### src/rtl/serial_add_pkg.sv
// ============================================================================
// serial_add_pkg : shared types and defaults for the bit-serial adder.
// Revision: 1.0
// ============================================================================
`default_nettype none

package serial_add_pkg;

   localparam int SERIAL_ADD_W_DEF = 8;

   typedef enum logic [1:0] {
      S_IDLE = 2'd0,
      S_BUSY = 2'd1,
      S_DONE = 2'd2
   } state_t;

endpackage

`default_nettype wire

### src/rtl/serial_add_ctrl_fa_cell.sv
// ============================================================================
// fa_cell : combinational 1-bit full adder from two half-adder stages.
// Revision: 1.0
// ============================================================================
`default_nettype none

module fa_cell (
   input  logic a_i,
   input  logic b_i,
   input  logic c_i,
   output logic s_o,
   output logic c_o
);

   logic w_p;
   logic w_g;
   logic w_t;

   assign w_p = a_i ^ b_i;
   assign w_g = a_i & b_i;
   assign s_o = w_p ^ c_i;
   assign w_t = w_p & c_i;
   assign c_o = w_g | w_t;

endmodule

`default_nettype wire

### src/rtl/serial_add_ctrl.sv
// ============================================================================
// serial_add_ctrl : bit-serial WIDTH-bit adder behind valid/ready handshakes.
// Optional signed-overflow output enabled by macro SERIAL_ADD_OVF_EN.
// Revision: 1.0
// ============================================================================
`default_nettype none

module serial_add_ctrl
   import serial_add_pkg::*;
#(
   parameter int WIDTH = SERIAL_ADD_W_DEF
) (
   input  logic             clk,
   input  logic             rst_n,
   input  logic             in_valid,
   output logic             in_ready,
   input  logic [WIDTH-1:0] a,
   input  logic [WIDTH-1:0] b,
   input  logic             cin,
   output logic             out_valid,
   input  logic             out_ready,
   output logic [WIDTH-1:0] sum,
   output logic             cout,
   output logic             busy
`ifdef SERIAL_ADD_OVF_EN
   ,output logic            ovf
`endif
);

   localparam int                 C_CNT_W = $clog2(WIDTH + 1);
   localparam logic [C_CNT_W-1:0] C_LAST  = C_CNT_W'(WIDTH - 1);
   localparam logic [C_CNT_W-1:0] C_ONE   = C_CNT_W'(1);

   state_t             state_q;
   logic [WIDTH-1:0]   a_q;
   logic [WIDTH-1:0]   b_q;
   logic [WIDTH-1:0]   sum_q;
   logic [WIDTH-1:0]   w_sum_d;
   logic               carry_q;
   logic               cout_q;
   logic [C_CNT_W-1:0] cnt_q;
   logic               w_s;
   logic               w_c;
`ifdef SERIAL_ADD_OVF_EN
   logic               ovf_q;
`endif

   fa_cell u_fa (
      .a_i (a_q[0]),
      .b_i (b_q[0]),
      .c_i (carry_q),
      .s_o (w_s),
      .c_o (w_c)
   );

   // New sum bits enter at the MSB so the LSB-first stream lands in place.
   generate
      if (WIDTH == 1) begin : g_w1
         assign w_sum_d = w_s;
      end else begin : g_wn
         assign w_sum_d = {w_s, sum_q[WIDTH-1:1]};
      end
   endgenerate

   always_ff @(posedge clk) begin
      if (!rst_n) begin
         state_q <= S_IDLE;
         a_q     <= '0;
         b_q     <= '0;
         sum_q   <= '0;
         carry_q <= 1'b0;
         cout_q  <= 1'b0;
         cnt_q   <= '0;
`ifdef SERIAL_ADD_OVF_EN
         ovf_q   <= 1'b0;
`endif
      end else begin
         case (state_q)
            S_IDLE: begin
               if (in_valid) begin
                  a_q     <= a;
                  b_q     <= b;
                  carry_q <= cin;
                  cnt_q   <= '0;
                  state_q <= S_BUSY;
               end
            end
            S_BUSY: begin
               sum_q   <= w_sum_d;
               a_q     <= a_q >> 1;
               b_q     <= b_q >> 1;
               carry_q <= w_c;
               cnt_q   <= cnt_q + C_ONE;
               if (cnt_q == C_LAST) begin
                  state_q <= S_DONE;
                  cout_q  <= w_c;
`ifdef SERIAL_ADD_OVF_EN
                  // carry_q here is the carry into the MSB position.
                  ovf_q   <= carry_q ^ w_c;
`endif
               end
            end
            S_DONE: begin
               if (out_ready) begin
                  state_q <= S_IDLE;
               end
            end
            default: state_q <= S_IDLE;
         endcase
      end
   end

   assign in_ready  = (state_q == S_IDLE);
   assign out_valid = (state_q == S_DONE);
   assign busy      = (state_q == S_BUSY);
   assign sum       = sum_q;
   assign cout      = cout_q;
`ifdef SERIAL_ADD_OVF_EN
   assign ovf       = ovf_q;
`endif

endmodule

`default_nettype wire

### config.mk
export PLATFORM = sky130hd
export DESIGN_NAME = serial_add_ctrl
export DESIGN_NICKNAME = d
export VERILOG_FILES = /design/src/rtl/serial_add_pkg.sv /design/src/rtl/serial_add_ctrl_fa_cell.sv /design/src/rtl/serial_add_ctrl.sv
export SDC_FILE = /design/constraint.sdc
export NUM_CORES = 1
export LEC_CHECK = 0
export BUFFER_PORTS_ARGS = -buffer_cell sky130_fd_sc_hd__buf_2
export CELL_PAD_IN_SITES_DETAIL_PLACEMENT = 0
export CELL_PAD_IN_SITES_GLOBAL_PLACEMENT = 1
export CORE_ASPECT_RATIO = 1.75
export CORE_MARGIN = 1.5
export CORE_UTILIZATION = 25
export DETAILED_ROUTE_END_ITERATION = 6
export PLACE_DENSITY = 0.58
export SYNTH_ARGS = -nofsm -noshare
export SYNTH_HDL_FRONTEND = slang
export SYNTH_HIERARCHICAL = 1
export SYNTH_SLANG_ARGS = --single-unit
### constraint.sdc
create_clock -name clk -period 1.1 [get_ports clk]
set_input_delay 0.22 -clock clk [delete_from_list [all_inputs] [get_ports clk]]
set_output_delay 0.22 -clock clk [all_outputs]
set_load 0.02 [all_outputs]
Word-level counts from Yosys, hierarchy flattened
Index checks and enable logic that the tools add are counted.
{"block": "word_totals", "reg_bits": 32, "inputBits": 21, "output_inout_bits": 12}
{"block": "classes", "n_addsub": 1, "eq_ne": 6, "n_mux": 12, "n_bitwise": 5, "reduce_logical": 5}
{"operator": "8-bit case mux with 2 select lines", "n": 2}
{"operator": "8-bit two-way mux", "n": 2}
{"operator": "4-bit case mux with 2 select lines", "n": 1}
{"operator": "2-bit two-way mux", "n": 3}
{"operator": "2-bit case mux with 3 select lines", "n": 1}
{"operator": "4-bit by 1-bit adder with 4-bit output, second input constant", "n": 1}
{"operator": "4-bit by 3-bit == test with 1-bit output, second input constant", "n": 1}
{"operator": "4-bit two-way mux", "n": 1}
{"operator": "2-bit by 1-bit inequality test with 1-bit output, second input constant", "n": 2}
{"operator": "2-bit AND reduction", "n": 2}
{"operator": "3-bit AND reduction", "n": 1}
{"operator": "1-bit AND", "n": 2}
{"operator": "2-bit by 1-bit == test with 1-bit output, second input constant", "n": 1}
{"operator": "2-bit == test, second input constant", "n": 1}
{"operator": "2-bit logical NOT", "n": 1}
{"operator": "2-bit inequality test, second input constant", "n": 1}
{"operator": "1-bit case mux with 2 select lines", "n": 1}
{"operator": "2-bit nonzero test", "n": 1}
{"operator": "1-bit XOR", "n": 2}
{"operator": "1-bit two-way mux", "n": 1}
{"operator": "1-bit OR", "n": 1}

Logic depth before layout (Yosys ltp)
Gate-level depths: netlist of run 1.
{"block": "logic_depth", "depth_word": 4, "depth_mapped": 6, "ltp_nobuf": 4}

By module
Netlist of run 1, hierarchy kept.
{"module": "serial_add_ctrl", "instances": 1, "cells_per_inst": 160, "area_each_um2": 1331.3, "seq_area_each_um2": 640.6}
{"module": "fa_cell", "instances": 1, "cells_per_inst": 1, "area_each_um2": 20.0, "seq_area_each_um2": 0.0}

Worst setup path before layout of run 1
No wires, ideal clock.
{"block": "synth_path", "path_type": "register to output", "startpoint": "register state_q[1]", "endpoint": "output out_valid", "arrival_time_ns": 1.088, "setup_slack_ns": -0.208, "stages_incl_launch_ff": 4, "path_buffers": 1, "cell_sequence": "dfxtp_1 > clkinv_1 > clkbuf_1 > nor2_1"}
{"block": "synth_between", "elab_chain_len": 1}
{"element": "start: declaration", "line_no": "serial_add_ctrl.sv:34", "source": "state_t state_q;"}
{"element": "start signal: assignment", "line_no": "serial_add_ctrl.sv:67", "source": "state_q <= S_IDLE;"}
{"element": "start signal: assignment", "line_no": "serial_add_ctrl.sv:85", "source": "state_q <= S_BUSY;"}
{"element": "start signal: assignment", "line_no": "serial_add_ctrl.sv:95", "source": "state_q <= S_DONE;"}
{"element": "2-bit == test", "line_no": "serial_add_ctrl.sv:114", "source": "assign out_valid = (state_q == S_DONE);"}
{"element": "end: declaration", "line_no": "serial_add_ctrl.sv:20", "source": "output logic out_valid,"}
No other way between the ends.

Final worst setup path of run 1
{"block": "layout_path", "startpoint": "register state_q[0]", "endpoint": "output in_ready"}
{"block": "layout_between", "elab_chain_len": 1}
{"element": "2-bit logical NOT", "line_no": "serial_add_ctrl.sv:113", "source": "assign in_ready = (state_q == S_IDLE);"}
{"element": "end: declaration", "line_no": "serial_add_ctrl.sv:16", "source": "output logic in_ready,"}
No other way between the ends.

==> results.md, run 1 <==
Timing:
- The routed design could run at a clock period as short as 1.24 ns.
- Based on the critical path, the design can be clocked at up to 0.805 GHz.
- The slew at the pin with the worst max-slew slack is 0.278 ns.
- The final cycle utilization of the critical path is 113%.
- Clock skew on the completed layout was measured at 0.00281 ns.
- Setup repair after global routing could not meet its margin everywhere.
- The final number of setup-violating endpoints is 22.
- The final-report max-slew violation count came to 0.
- Measured against its own limit, the worst slew margin works out to 81.5%.
- Once routing completed, OpenROAD measured the worst setup slack at -0.142 ns.
- The final hold violation count is 0.

Setup path:
- The setup slack of the most critical reg-to-reg path is -0.08 ns.
- The required time of the worst setup path is 0.88 ns.
- Broken down by cell family, the worst path's largest delay share belongs to flip-flops.
- The logic depth of the worst path, buffers included is 3.
- For the worst flop-to-flop path, the logic depth is 5.
- The arrival time at the worst endpoint is 1.02 ns.
- STA classifies the critical path startpoint as a flop.
- The critical path goes through buf_8 > nor2_4 > buf_6.
- The library cell contributing the largest single delay on the critical path is sky130_fd_sc_hd__dfxtp_4.
- Together, buffers and inverters on the worst path number 2.
- In this run the worst setup path terminates at in_ready.
- The destination of the worst register-to-register timing path is b_q[3].
- The critical path starts at state_q[0].
- The setup path with the least slack is of type flop to output pin.
- The reg-to-reg critical path startpoint is state_q[0].
- The stage delay of the slowest cell on the critical path is 0.37 ns.
- The maximum fanout along the worst path is 6.
- The kind of end point of the critical path is an output pin.

Clock tree:
- After clock tree synthesis, the clock-pin slew on the worst setup and hold paths is 0.06 ns.
- The total number of H-tree levels is 2.
- The tree is rooted in a sky130_fd_sc_hd__clkbuf_8.
- The clock tree from TritonCTS is yes.
- The source-to-sink clock delay at the later pin of the worst-skew pair is 0.28 ns.
- The sink count of the clock tree is 32.
- The total clock buffers created by CTS is 5.
- The count of hold buffers inserted by post-cts repair is 0.
- The maximum clock insertion buffer count is 2.

Detailed routing:
- The detailed-route via count is 1,332.
- The pre-antenna-repair detailed-routing pass consisted of 4 iterations.
- The first routing iteration left 34 violations.
- Wires add up to 3.79 mm.
- For this run, design rule violations remaining after detail routing come to 0.
- In the final routed layout, each cell accounts on average for 14.1 µm.
- After detailed routing, the number of vias per cell comes to 4.95.
- The remaining antenna violation count after routing is 0.

Run status:
- The run finished, with violations left.
- The checks that failed: negative setup slack.

Job:
- The number of max-capacitance violations reported is 0.

Cells and area:
- In the layout the commonest cells are sky130_fd_sc_hd__buf_2 (29), sky130_fd_sc_hd__dfxtp_1 (26), sky130_fd_sc_hd__nand2_1 (19), sky130_fd_sc_hd__nor2_1 (15), sky130_fd_sc_hd__a21oi_1 (15).
- The number of nets in the final layout is 236.
- From synthesis to final layout, the design area changed by 57.6%.
- Cells with a size suffix above 1 make up 52.8% of the layout.
- The commonest non-fill, non-tap cell in the layout is sky130_fd_sc_hd__buf_2.
- The number of diodes is 0.
- The final cell count without fillers is 269.

Global route:
- The number of antenna violations at the first check in global routing came to 0.
- The first global-routing pass estimated 5.89 mm of wire.
- The number of global-route vias before repair is 1,319.
- Global routing used 24.5% of the available met2 tracks.
- After global routing, the most crowded layer is met2.
- The total track usage is 13.2%.
- The overall overflow remaining after global route is 0.
- Entering global routing, the biggest net connects 17 pins.
- The met3 track demand over resource is 3.87%.
- The met1 capacity usage during global routing is 13.5%.

Floorplanning:
- The core area is 5260 µm².
- For this configuration, the core starts out at a cell density of 25.7%.
- The floorplan step defined a die boundary enclosing 5870 µm².
- In this run the horizontal extent of the chip is 58.6 µm.
- The top-level I/O count is 33.
- The number of cell rows is 35.
- The height of the die is 100 µm.

Logic synthesis:
- The post-synthesis cell type with the largest combined area is sky130_fd_sc_hd__dfxtp_1.
- The warning count from the yosys run is 6.
- After synthesis the netlist holds a flip-flop and latch count of 32.
- The synthesized area divided by synthesized cell count is 8.39 µm².
- Of the synthesized area, sequential elements account for 47.4%.
- Counting flops with a built-in enable in the synthesized netlist gives 0.
- For this run, the leading register cell type out of synthesis is sky130_fd_sc_hd__dfxtp_1.
- Synthesis produced a netlist whose cell count is 161.
- After synthesis, the largest area contributor takes up 47.4% of total cell area.
- The post-synthesis instance area is 1350 µm².
- For this run, asynchronously set or reset flops after synthesis account for 0%.
- By area the synthesized netlist is led by sky130_fd_sc_hd__dfxtp_1 (47%), sky130_fd_sc_hd__a21oi_1 (8.9%), sky130_fd_sc_hd__o2bb2ai_1 (7.1%).
- The count of distinct cell types in the synthesized netlist is 32.
- The post-synth net total is 184.

Placement:
- The estimated wirelength of the detail-placed design is 2.58 mm.
- The worst setup timing slack at the placement stage is -0.106 ns.
- The number of instances in the placed design is 250.
- The quantity of I/O buffers inserted on ports is 32.
- The final weighted congestion of routability-driven global placement is 0.730.

Power and ir drop:
- The overall power consumption is 2720 µW.
- For this design the static power due to leakage is 0.000855 µW.
- The worst IR drop on VDD is 0.915 mV.
- The power density normalized to cell area is 1280 nW/µm².

Worst hold path:
- The type of the most critical hold path is input port to flop.
Yosys cell counts (3+ instances only):
| master | instances |
|---|---|
| sky130_fd_sc_hd__dfxtp_1 | 32 |
| sky130_fd_sc_hd__o2bb2ai_1 | 11 |
| sky130_fd_sc_hd__nor2_1 | 17 |
| sky130_fd_sc_hd__o22ai_1 | 4 |
| sky130_fd_sc_hd__clkbuf_1 | 3 |
| sky130_fd_sc_hd__buf_2 | 4 |
| sky130_fd_sc_hd__nand2_1 | 22 |
| sky130_fd_sc_hd__a21oi_1 | 24 |
| sky130_fd_sc_hd__o21ai_0 | 15 |
area by class of cell:
class                      count  area, µm²
sequential                    32        653
multi-input combinational    114        838
fill                         539       3130
clock buffer                   8       90.1
timing repair buffer          56        453
tap                           55       68.8
inverter                       4       26.3
where the power goes:
group	switching, µW	leakage (µW)	total (µW)	internal, µW
registers	59.1	0.000266	1290	1230
logic	251	0.000544	517	266
clock network	410	0.0000455	919	510
logic make-up after synthesis:
family,count (synthesis),synth area share (%)
flip-flops,32,47.4
AND/OR/NAND/NOR,48,14.9
buffers and inverters,15,5.37
adder cells (fa/ha/maj),2,2.41
multiplexers,1,0.741
AO/OA/AOI/OAI,63,29.2
per-stage QoR:
stage	hold slack (ns)	utilization, %	TNS (ns)	area [µm²]
finish	0.212	40.5	-1.27	2130
global route	0.225	40.5	-2.34	2130
CTS	0.208	36.2	-1.45	1900
detailed placement	0.443	31.9	-0.918	1670
global placement	0.440	31.9	-0.0768	1670
floorplan	0.392	-	-0.0409	1380
layer usage:
layer | vias up | wire length (µm) | part of all wire, %
li1 | 676 | - | -
met1 | 621 | 1530 | 40
met2 | 30 | 2090 | 55
met3 | 5 | 112 | 3.0
met4 | 0 | 59 | 1.6
met5 | - | 0 | 0
tightest hold or removal path, cell delays in order:
cell                      delay, ns
sky130_fd_sc_hd__buf_2         0.07
sky130_fd_sc_hd__a32oi_1       0.09
sky130_fd_sc_hd__nor2_1        0.08
worst min path at each step:
stage / to / cells after the start / from / slack [ns]
6_report: b_q[7] / 3 / b[7] / 0.21
3_5_place_dp: sum[0] / 2 / sum[0] / 0.44
2_1_floorplan: a_q[7] / 2 / a[7] / 0.39
4_1_cts: b_q[7] / 3 / b[7] / 0.21
3_3_place_gp: sum[0] / 2 / sum[0] / 0.44
5_1_grt: b_q[7] / 3 / b[7] / 0.23
state kept, by name, indices dropped and copies added, names as in the netlist:
signal	cells
sum	8
a_q	8
cout	1
carry_q	1
b_q	8
cnt_q	4
state_q	2
timing repair:
action | 4_1_cts | 5_1_grt
pin swaps | 1 | 8
endpoints found under the setup margin | 27 | 32
cloned | 0 | 1
resized for setup | 42 | 38
buffers inserted | 5 | 5
Note: power is estimated with default switching activity, not from simulation.
==> run 2: changes to the inputs <==
--- a/config.mk
+++ b/config.mk
@@ -5,6 +5,7 @@
 export SDC_FILE = /design/constraint.sdc
 export NUM_CORES = 1
 export LEC_CHECK = 0
+export ABC_AREA = 1
 export BUFFER_PORTS_ARGS = -buffer_cell sky130_fd_sc_hd__buf_2
 export CELL_PAD_IN_SITES_DETAIL_PLACEMENT = 0
 export CELL_PAD_IN_SITES_GLOBAL_PLACEMENT = 1
@@ -12,7 +13,9 @@
 export CORE_MARGIN = 1.5
 export CORE_UTILIZATION = 25
 export DETAILED_ROUTE_END_ITERATION = 6
-export PLACE_DENSITY = 0.58
+export PLACE_DENSITY = 0.6
+export REMOVE_ABC_BUFFERS = 1
+export SKIP_LAST_GASP = 1
 export SYNTH_ARGS = -nofsm -noshare
 export SYNTH_HDL_FRONTEND = slang
 export SYNTH_HIERARCHICAL = 1
==> run 2 against run 1 <==
Worst setup slack worse by 0.0059 ns; highest routed layer unchanged; combinational power increased by 15%; flip-flop and latch count is the same; fmax decreased by 0.48%; the run still ends with negative setup slack left; clock power grew 1%.
==> results.md, run 2 <==
Global route:
- The global-route wire length before repair is 6.36 mm (+8.1%).
- The total track usage was 13.9% (+0.69 points).
- The number of global-route vias before repair came to 1,414 (+7.2%).
- The number of antenna violations at the first check in global routing is 0 (unchanged).
- The overall overflow remaining after global route is 0 (unchanged).
- The pin count of the biggest net entering global routing came to 18 (+1).

Timing:
- The smallest hold slack is 0.189 ns (-0.0235 ns).
- The final number of setup-violating endpoints is 16 (-27%).
- The post-route minimum period is 1.25 ns (+0.00594 ns).
- The final-report max-slew violation count came to 0 (unchanged).
- The final cycle utilization of the critical path is 113% (+0.54 points).
- The final worst clock skew is 0.00445 ns (+0.00164 ns).
- The final total negative setup slack is -1.50 ns (-0.222 ns).
- The final hold violation count is 0 (unchanged).
- The worst slew slack as a fraction of its limit came to 85.8% (+4.3 points).
- The slew at the pin with the worst max-slew slack is 0.213 ns (-0.0644 ns).
- The minimum setup slack in the final design is -0.148 ns (-0.00594 ns).
- The highest attainable clock frequency is 0.801 GHz (-0.48%).
- Setup repair after global routing could not meet its margin everywhere.

Cells and area:
- The top cell types in the final layout, fill and taps aside, are sky130_fd_sc_hd__nor2_1 (51), sky130_fd_sc_hd__nand2_1 (33), sky130_fd_sc_hd__buf_2 (29), sky130_fd_sc_hd__dfxtp_1 (27), sky130_fd_sc_hd__nand3_1 (20).
- The number of diodes is 0 (unchanged).
- The commonest non-fill, non-tap cell in the layout is sky130_fd_sc_hd__nor2_1.
- The fraction of final layout cells sized beyond drive strength 1 is 37.0% (-16 points).
- The count of filler cells inserted in the layout is 620 (+15%).
- The number of nets in the final layout is 292 (+24%).
- Compared with the post-synthesis result, the final layout area differs by 49.2%.

Detailed routing:
- The routed via count divided by cell count came to 4.30 (-13%).
- The number of detailed-route iterations in the first pass is 5 (+1).
- The DRC violations left came to 0 (unchanged).
- The remaining antenna violation count after routing is 0 (unchanged).
- The detailed-route via count is 1,489 (+12%).
- The post-detailed-routing wire length came to 4.01 mm (+5.8%).
- The final routed wire length divided by cell count came to 11.6 µm (-18%).
- The DRC marker count from the first detailed-route iteration is 52 (+53%).

Clock tree:
- The total number of H-tree levels came to 2 (unchanged).
- The source-to-sink clock delay at the later pin of the worst-skew pair was 0.28 ns (about the same).
- In this run the clock root is driven by a sky130_fd_sc_hd__clkbuf_8.
- The total clock buffers created by CTS is 5 (unchanged).
- The clock transition at the register clock pins on the worst setup and hold paths after CTS was 0.06 ns (about the same).
- The maximum clock insertion buffer count is 2 (unchanged).
- TritonCTS built the clock tree.
- The sink count of the clock tree is 32 (unchanged).

Run status:
- The flow ran to the end, but the final reports show violations.
- The checks that failed: negative setup slack.

Floorplanning:
- The core area is 5540 µm² (+5.4%).
- The die width came to 60.4 µm (+3.0%).
- The height of the die is 103 µm (+3.1%).
- The die area is 6240 µm² (+6.2%).
- The number of cell rows is 36 (+2.9%).
- The top-level I/O count is 33 (unchanged).
- The starting density of the core is 26.0% (+0.26 points).

Worst hold path:
- In this run the worst hold path is classified as input port to flop.
- The start point of the worst hold path is out_ready.

Power and ir drop:
- The overall power consumption is 2810 µW (+3.3%).
- The net switching component of the power was 792 µW (+10%).
- The proportion of total power due to net switching is 28.2% (+1.7 points).
- The power density normalized to cell area came to 1310 nW/µm² (+2.4%).
- The worst IR drop on VDD is 0.670 mV (-27%).
- The share of power burned in registers is 45.7% (-1.5 points).
- The internal power is 2020 µW (+0.88%).
- The static power due to leakage is 0.00106 µW (+24%).
- The clock share of power is 33.0% (-0.8 points).
- The logic gate share of total power is 21.2% (+2.2 points).

Setup path:
- The worst register-to-register path begins at state_q[0].
- The most critical setup path has its startpoint at state_q[0].
- STA classifies the critical path endpoint as an output pin.
- The critical path in this run is classified as flop to output pin.
- The maximum fanout along the worst path is 4 (-2).
- The required time of the worst setup path is 0.88 ns (about the same).
- The arrival time at the worst endpoint is 1.03 ns (about the same).
- The worst setup path is launched from a flop.

Placement:
- The worst setup timing slack at the placement stage was -0.0533 ns (+0.0524 ns).
- The estimated wirelength of the detail-placed design was 2.65 mm (+3.0%).
- The quantity of I/O buffers inserted on ports is 32 (unchanged).
- The final weighted congestion of routability-driven global placement is 0.721 (-1.1%).

Logic synthesis:
- In the post-synthesis netlist, the biggest area contributors are sky130_fd_sc_hd__dfxtp_1 (45%), sky130_fd_sc_hd__nor2_1 (14%), sky130_fd_sc_hd__nand2_1 (13%).
- The count of distinct cell types in the synthesized netlist was 17 (-47%).
- The post-synthesis instance area is 1440 µm² (+6.5%).
- The top cell type's share of synthesized area is 44.5% (-2.9 points).
- The synthesized area divided by synthesized cell count is 6.66 µm² (-21%).
- The warning count from the yosys run came to 6 (unchanged).
- The synthesized instance count is 216 (+34%).
- Ranked by instance count, the synthesized netlist is headed by sky130_fd_sc_hd__nor2_1 (54), sky130_fd_sc_hd__nand2_1 (48), sky130_fd_sc_hd__dfxtp_1 (32).
- The most frequently used flop master after synthesis is sky130_fd_sc_hd__dfxtp_1.
- The async set-or-reset flop fraction in the synthesized netlist came to 0% (unchanged).
- The portion of the post-synthesis area used by sequential elements came to 44.5% (-2.9 points).
- The post-synthesis cell type with the largest combined area is sky130_fd_sc_hd__dfxtp_1.
- The number of flops mapped to enable cells by yosys is 0 (unchanged).
- Yosys instantiated no cell more often than sky130_fd_sc_hd__nor2_1.
- The synthesized flop and latch total was 32 (unchanged).

Job:
- The number of max-capacitance violations reported came to 0 (unchanged).
==> run 2: power by group through the flow <==
stage,clock network (µW),registers [µW],logic (µW)
after floorplan,0,1330,212
after global placement,0,1300,453
after detailed placement,0,1300,454
after CTS,966,1280,500
after global routing,1030,1300,666
final,929,1290,597
==> run 2: worst max-delay path, cell delays in order (launching register included) <==
cell	delay [ns]
sky130_fd_sc_hd__dfxtp_4	0.37
sky130_fd_sc_hd__inv_2	0.05
sky130_fd_sc_hd__nor2_4	0.11
sky130_fd_sc_hd__buf_12	0.12
sky130_fd_sc_hd__buf_8	0.10
==> run 2: final cells by class <==
cell class | count | area [µm²] | share of cell area, %
Multi-Input combinational cell | 152 | 791 | 36.8
Tap cell | 76 | 95.1 | 4.43
Clock buffer | 8 | 90.1 | 4.20
Timing Repair Buffer | 56 | 432 | 20.1
Sequential cell | 32 | 652 | 30.4
Inverter | 22 | 87.6 | 4.08
==> run 2: kinds of logic (layout without fill, tap and decap cells) <==
logic type	Yosys count	count (layout)	synth area share [%]
simple gates	131	131	37.0
compound gates	19	19	6.61
fa+ha+maj	2	2	2.26
flops	32	32	44.5
buf+inv	32	86	9.65
==> run 2: layer usage <==
metal | vias to the layer above | share of wire [%] | GRT usage, %
met5 | - | 0 | 0
met4 | 0 | 1.6 | 5.13
met3 | 5 | 3.1 | 3.36
met2 | 30 | 56 | 26.0
met1 | 682 | 40 | 14.3
li1 | 772 | - | -
==> run 2: final timing paths <==
kind | endpoint | slack, ns | depth (start not counted)
worst max-delay path | busy | -0.15 | 4
worst max register to register | a_q[1] | -0.13 | 9
worst min register to register | a_q[7] | 0.47 | 2
worst min-delay path | state_q[1] | 0.19 | 4
==> run 2: per-stage QoR <==
stage / cell area, µm² / instances / utilization (%)
2_1_floorplan: 1380 / 206 / -
3_3_place_gp: 1760 / 329 / 31.8
3_5_place_dp: 1760 / 329 / 31.8
4_1_cts: 1940 / 341 / 35.0
5_1_grt: 2150 / 346 / 38.8
6_report: 2150 / 346 / 38.8
==> run 2: timing repair <==
action,in CTS,in global routing
setup buffers,4,3
hold buffers,0,0
gates cloned,0,2
pin swaps,2,19
gates resized for setup,19,52
endpoints found under the setup margin,19,34
